[config.mk]
export PLATFORM = sky130hd
export DESIGN_NAME = mem_wb_bridge_flat
export DESIGN_NICKNAME = d
export VERILOG_FILES = /design/src/rtl/mem_wb_bridge_if.sv /design/src/rtl/mem_wb_bridge.sv /design/src/flat_wrapper.sv
export SDC_FILE = /design/constraint.sdc
export NUM_CORES = 1
export LEC_CHECK = 0
export ABC_AREA = 1
export ABC_CLOCK_PERIOD_IN_PS = 4400
export BUFFER_PORTS_ARGS = -buffer_cell sky130_fd_sc_hd__buf_2
export CORE_MARGIN = 5
export CORE_UTILIZATION = 59
export CTS_BUF_LIST = sky130_fd_sc_hd__clkbuf_8
export CTS_CLUSTER_DIAMETER = 30
export DETAILED_ROUTE_END_ITERATION = 6
export PLACE_DENSITY = 0.87
export SYNTH_ARGS = -nofsm -noshare
export SYNTH_HDL_FRONTEND = slang
export SYNTH_SLANG_ARGS = --single-unit
[constraint.sdc]
create_clock -name clk -period 4.4 [get_ports clk]
set_input_delay 0.44 -clock clk [delete_from_list [all_inputs] [get_ports clk]]
set_output_delay 0.44 -clock clk [all_outputs]
set_load 0.03 [all_outputs]
[src/rtl/mem_wb_bridge_if.sv]
// Wishbone slave port plus byte-wide memory port of mem_wb_bridge.
interface mem_wb_bridge_if #(
  parameter int unsigned MEM_AW = 14
) ();
  logic              wb_cyc_i;
  logic              wb_stb_i;
  logic              wb_we_i;
  logic [15:0]       wb_adr_i;
  logic [3:0]        wb_sel_i;
  logic [31:0]       wb_dat_i;
  logic [31:0]       wb_dat_o;
  logic              wb_ack_o;
  logic              wb_err_o;
  logic [MEM_AW-1:0] mem_adr;
  logic [7:0]        mem_dat_o;
  logic [7:0]        mem_dat_i;
  logic              mem_en;
  logic              mem_we;

  modport slave (
    input  wb_cyc_i, wb_stb_i, wb_we_i, wb_adr_i, wb_sel_i, wb_dat_i, mem_dat_i,
    output wb_dat_o, wb_ack_o, wb_err_o, mem_adr, mem_dat_o, mem_en, mem_we
  );

  modport master (
    output wb_cyc_i, wb_stb_i, wb_we_i, wb_adr_i, wb_sel_i, wb_dat_i, mem_dat_i,
    input  wb_dat_o, wb_ack_o, wb_err_o, mem_adr, mem_dat_o, mem_en, mem_we
  );
endinterface

[src/rtl/mem_wb_bridge.sv]
// 32-bit Wishbone slave onto a byte-wide synchronous memory, one lane per cycle.
// Optional MEM_WB_BRIDGE_ERR_EN: out-of-range address or empty sel terminates with wb_err_o.
module mem_wb_bridge #(
  parameter int unsigned MEM_AW     = 14,
  parameter bit          BIG_ENDIAN = 1'b1
) (
  input  logic           clk,
  input  logic           rst,
  mem_wb_bridge_if.slave bus
);

  localparam int unsigned WAW = MEM_AW - 2;

  typedef enum logic [1:0] {IDLE, XFER, DRAIN, TERM} state_t;

  state_t            state_q, state_d;
  logic [WAW-1:0]    adr_q, adr_d;
  logic              we_q, we_d;
  logic [31:0]       dat_q, dat_d;
  logic [3:0]        pend_q, pend_d;
  logic              ack_q, ack_d;
  logic              err_q, err_d;
  logic              mem_en_q, mem_en_d;
  logic              mem_we_q, mem_we_d;
  logic [MEM_AW-1:0] mem_adr_q, mem_adr_d;
  logic [7:0]        mem_dat_q, mem_dat_d;
  logic              cap_q, cap_d;
  logic [1:0]        cap_off_q, cap_off_d;
  logic [31:0]       rdat_q, rdat_d;

  logic              req_c;
  logic              issue_c;
  logic [3:0]        issue_mask_c;
  logic [3:0]        sel_mask_c;
  logic [1:0]        issue_off_c;
  logic              unused_adr_bits;

  // Byte offset within the word -> data lane index of wb_dat.
  function automatic logic [1:0] lane_of(input logic [1:0] off);
    return BIG_ENDIAN ? ~off : off;
  endfunction

  // Re-order the lane selects into byte-offset order.
  function automatic logic [3:0] sel_to_offsets(input logic [3:0] sel);
    logic [3:0] m;
    for (int i = 0; i < 4; i++) m[i] = sel[lane_of(2'(i))];
    return m;
  endfunction

  function automatic logic [1:0] lowest_off(input logic [3:0] m);
    logic [1:0] r;
    r = 2'd0;
    for (int i = 3; i >= 0; i--) if (m[i]) r = 2'(i);
    return r;
  endfunction

`ifdef MEM_WB_BRIDGE_ERR_EN
  logic adr_bad_c;
  assign adr_bad_c = (bus.wb_adr_i >> MEM_AW) != 16'd0;
`endif

  assign unused_adr_bits = ^{bus.wb_adr_i[1:0], bus.wb_adr_i >> MEM_AW};

  always_comb begin
    state_d      = state_q;
    adr_d        = adr_q;
    we_d         = we_q;
    dat_d        = dat_q;
    pend_d       = pend_q;
    ack_d        = 1'b0;
    err_d        = 1'b0;
    mem_en_d     = 1'b0;
    mem_we_d     = 1'b0;
    mem_adr_d    = mem_adr_q;
    mem_dat_d    = mem_dat_q;
    cap_d        = mem_en_q & ~mem_we_q;
    cap_off_d    = mem_adr_q[1:0];
    rdat_d       = rdat_q;
    issue_c      = 1'b0;
    issue_mask_c = pend_q;
    issue_off_c  = 2'd0;
    sel_mask_c   = sel_to_offsets(bus.wb_sel_i);
    req_c        = bus.wb_cyc_i & bus.wb_stb_i & ~ack_q & ~err_q;

    // Read byte returns one cycle after its issue.
    if (cap_q && (state_q == XFER || state_q == DRAIN))
      rdat_d[{lane_of(cap_off_q), 3'b000} +: 8] = bus.mem_dat_i;

    case (state_q)
      IDLE: begin
        if (req_c) begin
          adr_d = bus.wb_adr_i[MEM_AW-1:2];
          we_d  = bus.wb_we_i;
          dat_d = bus.wb_dat_i;
          if (!bus.wb_we_i) rdat_d = '0;
`ifdef MEM_WB_BRIDGE_ERR_EN
          if (adr_bad_c || bus.wb_sel_i == 4'h0) begin
            state_d = TERM;
            err_d   = 1'b1;
          end else
`endif
          if (sel_mask_c == 4'h0) begin
            state_d = TERM;
            ack_d   = 1'b1;
          end else begin
            state_d      = XFER;
            issue_c      = 1'b1;
            issue_mask_c = sel_mask_c;
          end
        end
      end
      XFER: begin
        if (!bus.wb_cyc_i) begin
          state_d = IDLE;
        end else if (pend_q != 4'h0) begin
          issue_c = 1'b1;
        end else if (we_q) begin
          state_d = TERM;
          ack_d   = 1'b1;
        end else begin
          state_d = DRAIN;
        end
      end
      DRAIN: begin
        if (!bus.wb_cyc_i) begin
          state_d = IDLE;
        end else begin
          state_d = TERM;
          ack_d   = 1'b1;
        end
      end
      TERM:    state_d = IDLE;
      default: state_d = IDLE;
    endcase

    // Put the lowest pending byte offset on the memory port next cycle.
    if (issue_c) begin
      issue_off_c = lowest_off(issue_mask_c);
      pend_d      = issue_mask_c & ~(4'b0001 << issue_off_c);
      mem_en_d    = 1'b1;
      mem_we_d    = we_d;
      mem_adr_d   = {adr_d, issue_off_c};
      if (we_d) mem_dat_d = dat_d[{lane_of(issue_off_c), 3'b000} +: 8];
    end
  end

  always_ff @(posedge clk or negedge rst) begin
    if (!rst) begin
      state_q   <= IDLE;
      adr_q     <= '0;
      we_q      <= 1'b0;
      dat_q     <= '0;
      pend_q    <= '0;
      ack_q     <= 1'b0;
      err_q     <= 1'b0;
      mem_en_q  <= 1'b0;
      mem_we_q  <= 1'b0;
      mem_adr_q <= '0;
      mem_dat_q <= '0;
      cap_q     <= 1'b0;
      cap_off_q <= '0;
      rdat_q    <= '0;
    end else begin
      state_q   <= state_d;
      adr_q     <= adr_d;
      we_q      <= we_d;
      dat_q     <= dat_d;
      pend_q    <= pend_d;
      ack_q     <= ack_d;
      err_q     <= err_d;
      mem_en_q  <= mem_en_d;
      mem_we_q  <= mem_we_d;
      mem_adr_q <= mem_adr_d;
      mem_dat_q <= mem_dat_d;
      cap_q     <= cap_d;
      cap_off_q <= cap_off_d;
      rdat_q    <= rdat_d;
    end
  end

  assign bus.wb_dat_o  = rdat_q;
  assign bus.wb_ack_o  = ack_q;
  assign bus.wb_err_o  = err_q;
  assign bus.mem_adr   = mem_adr_q;
  assign bus.mem_dat_o = mem_dat_q;
  assign bus.mem_en    = mem_en_q;
  assign bus.mem_we    = mem_we_q;

endmodule

[src/flat_wrapper.sv]
// flat-port wrapper written by rule: the top's interface ports become plain ports
module mem_wb_bridge_flat 
#(
  parameter int unsigned MEM_AW     = 14,
  parameter bit          BIG_ENDIAN = 1'b1
)
  (clk, rst, bus_wb_cyc_i, bus_wb_stb_i, bus_wb_we_i, bus_wb_adr_i, bus_wb_sel_i, bus_wb_dat_i, bus_mem_dat_i, bus_wb_dat_o, bus_wb_ack_o, bus_wb_err_o, bus_mem_adr, bus_mem_dat_o, bus_mem_en, bus_mem_we);
  mem_wb_bridge_if #(.MEM_AW(MEM_AW)) bus_i ();
  input  logic clk;
  input  logic rst;
  input wire logic [$bits(bus_i.wb_cyc_i)-1:0] bus_wb_cyc_i;
  input wire logic [$bits(bus_i.wb_stb_i)-1:0] bus_wb_stb_i;
  input wire logic [$bits(bus_i.wb_we_i)-1:0] bus_wb_we_i;
  input wire logic [$bits(bus_i.wb_adr_i)-1:0] bus_wb_adr_i;
  input wire logic [$bits(bus_i.wb_sel_i)-1:0] bus_wb_sel_i;
  input wire logic [$bits(bus_i.wb_dat_i)-1:0] bus_wb_dat_i;
  input wire logic [$bits(bus_i.mem_dat_i)-1:0] bus_mem_dat_i;
  output wire logic [$bits(bus_i.wb_dat_o)-1:0] bus_wb_dat_o;
  output wire logic [$bits(bus_i.wb_ack_o)-1:0] bus_wb_ack_o;
  output wire logic [$bits(bus_i.wb_err_o)-1:0] bus_wb_err_o;
  output wire logic [$bits(bus_i.mem_adr)-1:0] bus_mem_adr;
  output wire logic [$bits(bus_i.mem_dat_o)-1:0] bus_mem_dat_o;
  output wire logic [$bits(bus_i.mem_en)-1:0] bus_mem_en;
  output wire logic [$bits(bus_i.mem_we)-1:0] bus_mem_we;
  assign bus_i.wb_cyc_i = bus_wb_cyc_i;
  assign bus_i.wb_stb_i = bus_wb_stb_i;
  assign bus_i.wb_we_i = bus_wb_we_i;
  assign bus_i.wb_adr_i = bus_wb_adr_i;
  assign bus_i.wb_sel_i = bus_wb_sel_i;
  assign bus_i.wb_dat_i = bus_wb_dat_i;
  assign bus_i.mem_dat_i = bus_mem_dat_i;
  assign bus_wb_dat_o = bus_i.wb_dat_o;
  assign bus_wb_ack_o = bus_i.wb_ack_o;
  assign bus_wb_err_o = bus_i.wb_err_o;
  assign bus_mem_adr = bus_i.mem_adr;
  assign bus_mem_dat_o = bus_i.mem_dat_o;
  assign bus_mem_en = bus_i.mem_en;
  assign bus_mem_we = bus_i.mem_we;
  mem_wb_bridge #(.MEM_AW(MEM_AW), .BIG_ENDIAN(BIG_ENDIAN)) u_core (.clk(clk), .rst(rst), .bus(bus_i));
endmodule
==> impl_metrics.csv <==
group,metric,value,unit
die,core_area,8220,µm²
power,p_per_area,660,nW/µm²
clock_tree,clockBufferDepth,2,
layout,antennaDiodeCount,0,
clock_tree,clkLatencyLatePin,0.36,ns
place,pre_cts_slack,1.87,ns
timing,setup_tns,0,ns
layout,nFillCells,631,
clock_tree,cts_resized,0,
clock_tree,clock_sinks,111,
place,dp_hpwl,8380,µm
synthesis,yosysSeqAreaShare,55.9,%
synthesis,netlist_area,4970,µm²
hold_path,hp-class,"input port to async pin",
die,dieArea,10400,µm²
routing,first_pass_iters,7,
synthesis,synth_top_area_share,55.9,%
worst_setup_path,arrival,2.82,ns
global_routing,grt_antenna_before_repair,0,
die,rows,33,
worst_setup_path,crit_family,"simple AND/OR/NAND/NOR gates",
worst_setup_path,crit_chain,"inv_1, ha_1, nand2_2, buf_4, or2_2, o21ai_2, nor2_2, nand2_1, nor2_1, a21oi_1",
timing,fin_worst_skew,0.00972,ns
synthesis,synthFlopType,"dfrtp_1",
routing,remaining_drc_errors,0,
layout,synthToLayoutAreaGrowth,17.0,%
timing,slew_violations,0,
place,portBuffers,117,
timing,max_clock_freq,388,MHz
synthesis,synth-edff-count,0,
routing,ant_nets,0,
synthesis,synth_area_leader_cell,"dfrtp_1",
worst_setup_path,cp_slowest_cell,"nor2_2",
synthesis,yosys-top-cells-count,"nand2_1 (116), dfrtp_1 (111), nor2_1 (71), inv_1 (44), nand3_1 (36)",
synthesis,yosysMostFrequentCell,"nand2_1",
synthesis,synth_seq_cells,111,
routing,vias,4176,
synthesis,ys_types,33,
die,start_util,60.4,%
worst_setup_path,critPathKind,"flip-flop to flip-flop",
global_routing,grt_pass1_vias,4114,
global_routing,grt.overflow.total,0,
synthesis,async_reset_ff_share,100,%
timing,setup_viol,0,
worst_setup_path,cp.required,4.65,ns
synthesis,synth_top_cells_by_area,"dfrtp_1 (56%), nand2_1 (8.8%), nor2_1 (5.4%)",
layout,postLayoutCellArea,5810,µm²
worst_setup_path,rr_endpoint,"u_core.bus.mem_dat_o[4]",
timing,slew-limit-headroom,36.8,%
worst_setup_path,worst_r2r_path_depth,10,
synthesis,syn_avg_cell_area,9.08,µm²
routing,drtIter0Drc,263,
run,maxCapViolCount,0,
clock_tree,holdBufCountCts,0,
global_routing,track_usage,23.6,%
clock_tree,path_clk_slew,0.10,ns
synthesis,ys.warnings.count,0,
worst_setup_path,cp-start-kind,"flip-flop",
global_routing,grt_max_degree,78,
die,num_io_pins,123,
layout,nets,732,
timing,worst_slew_pin_slew,0.948,ns
timing,finalCritPeriodShare,58.5,%
power,ir_drop,0.365,mV
synthesis,synth_nets,622,
routing,routed_wl,11800,µm
worst_setup_path,cp_max_fo,47,
timing,rsz0062_at_grt,"no",
layout,multiInputGateArea,1890,µm²
worst_setup_path,path_buf_inv,2,
clock_tree,cts.htree.levels,3,
clock_tree,cts_tree,"built",
layout,drive_gt1_share,27.3,%
worst_setup_path,cp-end-kind,"flip-flop",
clock_tree,cts-root-buf,"clkbuf_8",
routing,wire_per_inst,15.4,µm
timing,fin_crit,2.57,ns
clock_tree,numCtsBuffers,9,
layout,regArea,2780,µm²
worst_setup_path,slowest_delay,0.56,ns
clock_tree,post_cts_buffers,0,
synthesis,syn_inst,547,
routing,viasPerCell,5.46,
timing,hold_viol_final,0,
worst_setup_path,r2r_slack,1.83,ns
die,dieHeight,102,µm
power,leakagePower,3.05,nW
worst_setup_path,r2r-start,"u_core.state_q[0]",
die,die_w,102,µm
run_status,status,"finished, final reports clean",
place,place_area,5580,µm²
place,gp_congestion,0.908,
timing,setup_ws,1.83,ns
global_routing,grt_pass1_wl,19200,µm
-- power by group --
group          switching, W  total (W)  internal, W
sequential         0.000173    0.00156      0.00139
clock              0.000318   0.000705     0.000387
combinational       0.00106    0.00156     0.000507
total               0.00155    0.00383      0.00228
-- layout by cell type (no fill, tap or decap), drive strengths merged --
cell / count
clkinv: 1
bufinv: 3
nor3: 3
o31ai: 2
a211oi: 1
buf: 119
nand2: 124
inv: 47
nand3: 37
nand4: 1
conb: 1
o22ai: 1
dfrtp: 111
a21oi: 21
clkbuf: 10
a32oi: 3
o21ai: 31
nor2: 76
ha: 10
a31oi: 13
nor4: 1
or2: 25
a22oi: 19
-- per-layer routing --
| layer | vias up | part of all wire (%) | GRT usage (%) |
|---|---|---|---|
| met2 | 171 | 50 | 39.9 |
| met4 | 0 | 2.6 | 10.5 |
| li1 | 1984 | - | - |
| met5 | - | 0 | 0 |
| met1 | 1993 | 40 | 29.9 |
| met3 | 28 | 7.5 | 4.20 |
-- logic make-up after synthesis --
group	share of synthesized area, %
simple gates	24.0
flops	55.9
buf+inv	6.05
fa+ha+maj	2.52
compound gates	11.4
other cells	0.0755
-- state kept, by name (all words and copies together) (netlist names) --
signal and flops:
u_core.bus.mem_dat_o 8, u_core.cap_q 1, u_core.bus.mem_we 1, u_core.state_q 2
u_core.bus.mem_adr 14, u_core.pend_q 4, u_core.dat_q 32, u_core.bus.wb_ack_o 1
u_core.cap_off_q 2, u_core.bus.wb_dat_o 32, u_core.bus.mem_en 1, u_core.we_q 1
u_core.adr_q 12
-- worst max-delay path by stage --
stage	startpoint	end	slack, ns	cells past startpoint
CTS	u_core.state_q[0]	u_core.bus.mem_dat_o[4]	1.81	9
floorplan	u_core.cap_off_q[0]	u_core.bus.wb_dat_o[10]	2.43	7
global route	u_core.state_q[0]	u_core.bus.mem_dat_o[4]	1.53	11
finish	u_core.state_q[0]	u_core.bus.mem_dat_o[4]	1.83	10
global placement	u_core.state_q[0]	u_core.bus.mem_dat_o[5]	1.93	10
detailed placement	u_core.state_q[0]	u_core.bus.mem_dat_o[4]	1.87	9
-- layout make-up --
cell class                 instances  area share [%]
sequential                       111            47.8
multi-input combinational        369            32.5
clock buffer                      10            2.37
timing repair buffer             119            10.4
clock inverter                     4            1.64
inverter                          47            3.04
tap                              105            2.26
-- through the flow --
| step | hold WS, ns | utilization, % | total power (W) | cells |
|---|---|---|---|---|
| finish | 0.218 | 70.7 | 0.00383 | 765 |
| global route | 0.269 | 70.7 | 0.00410 | 765 |
| CTS | 0.243 | 70.7 | 0.00385 | 765 |
| detailed placement | 0.409 | 67.9 | 0.00313 | 751 |
| global placement | 0.390 | 67.9 | 0.00304 | 751 |
| floorplan | 0.144 | - | 0.00269 | 547 |
-- worst register-to-register path, delay by kind of cell (launching register included) --
family,cells,cell delay [ns]
adders and majority gates,1,0.25
buffers and inverters,2,0.50
and+or+nand+nor,5,1.16
AOI/OAI and AO/OA,2,0.17
DFF,1,0.39
Note: power is estimated with default switching activity, not from simulation.
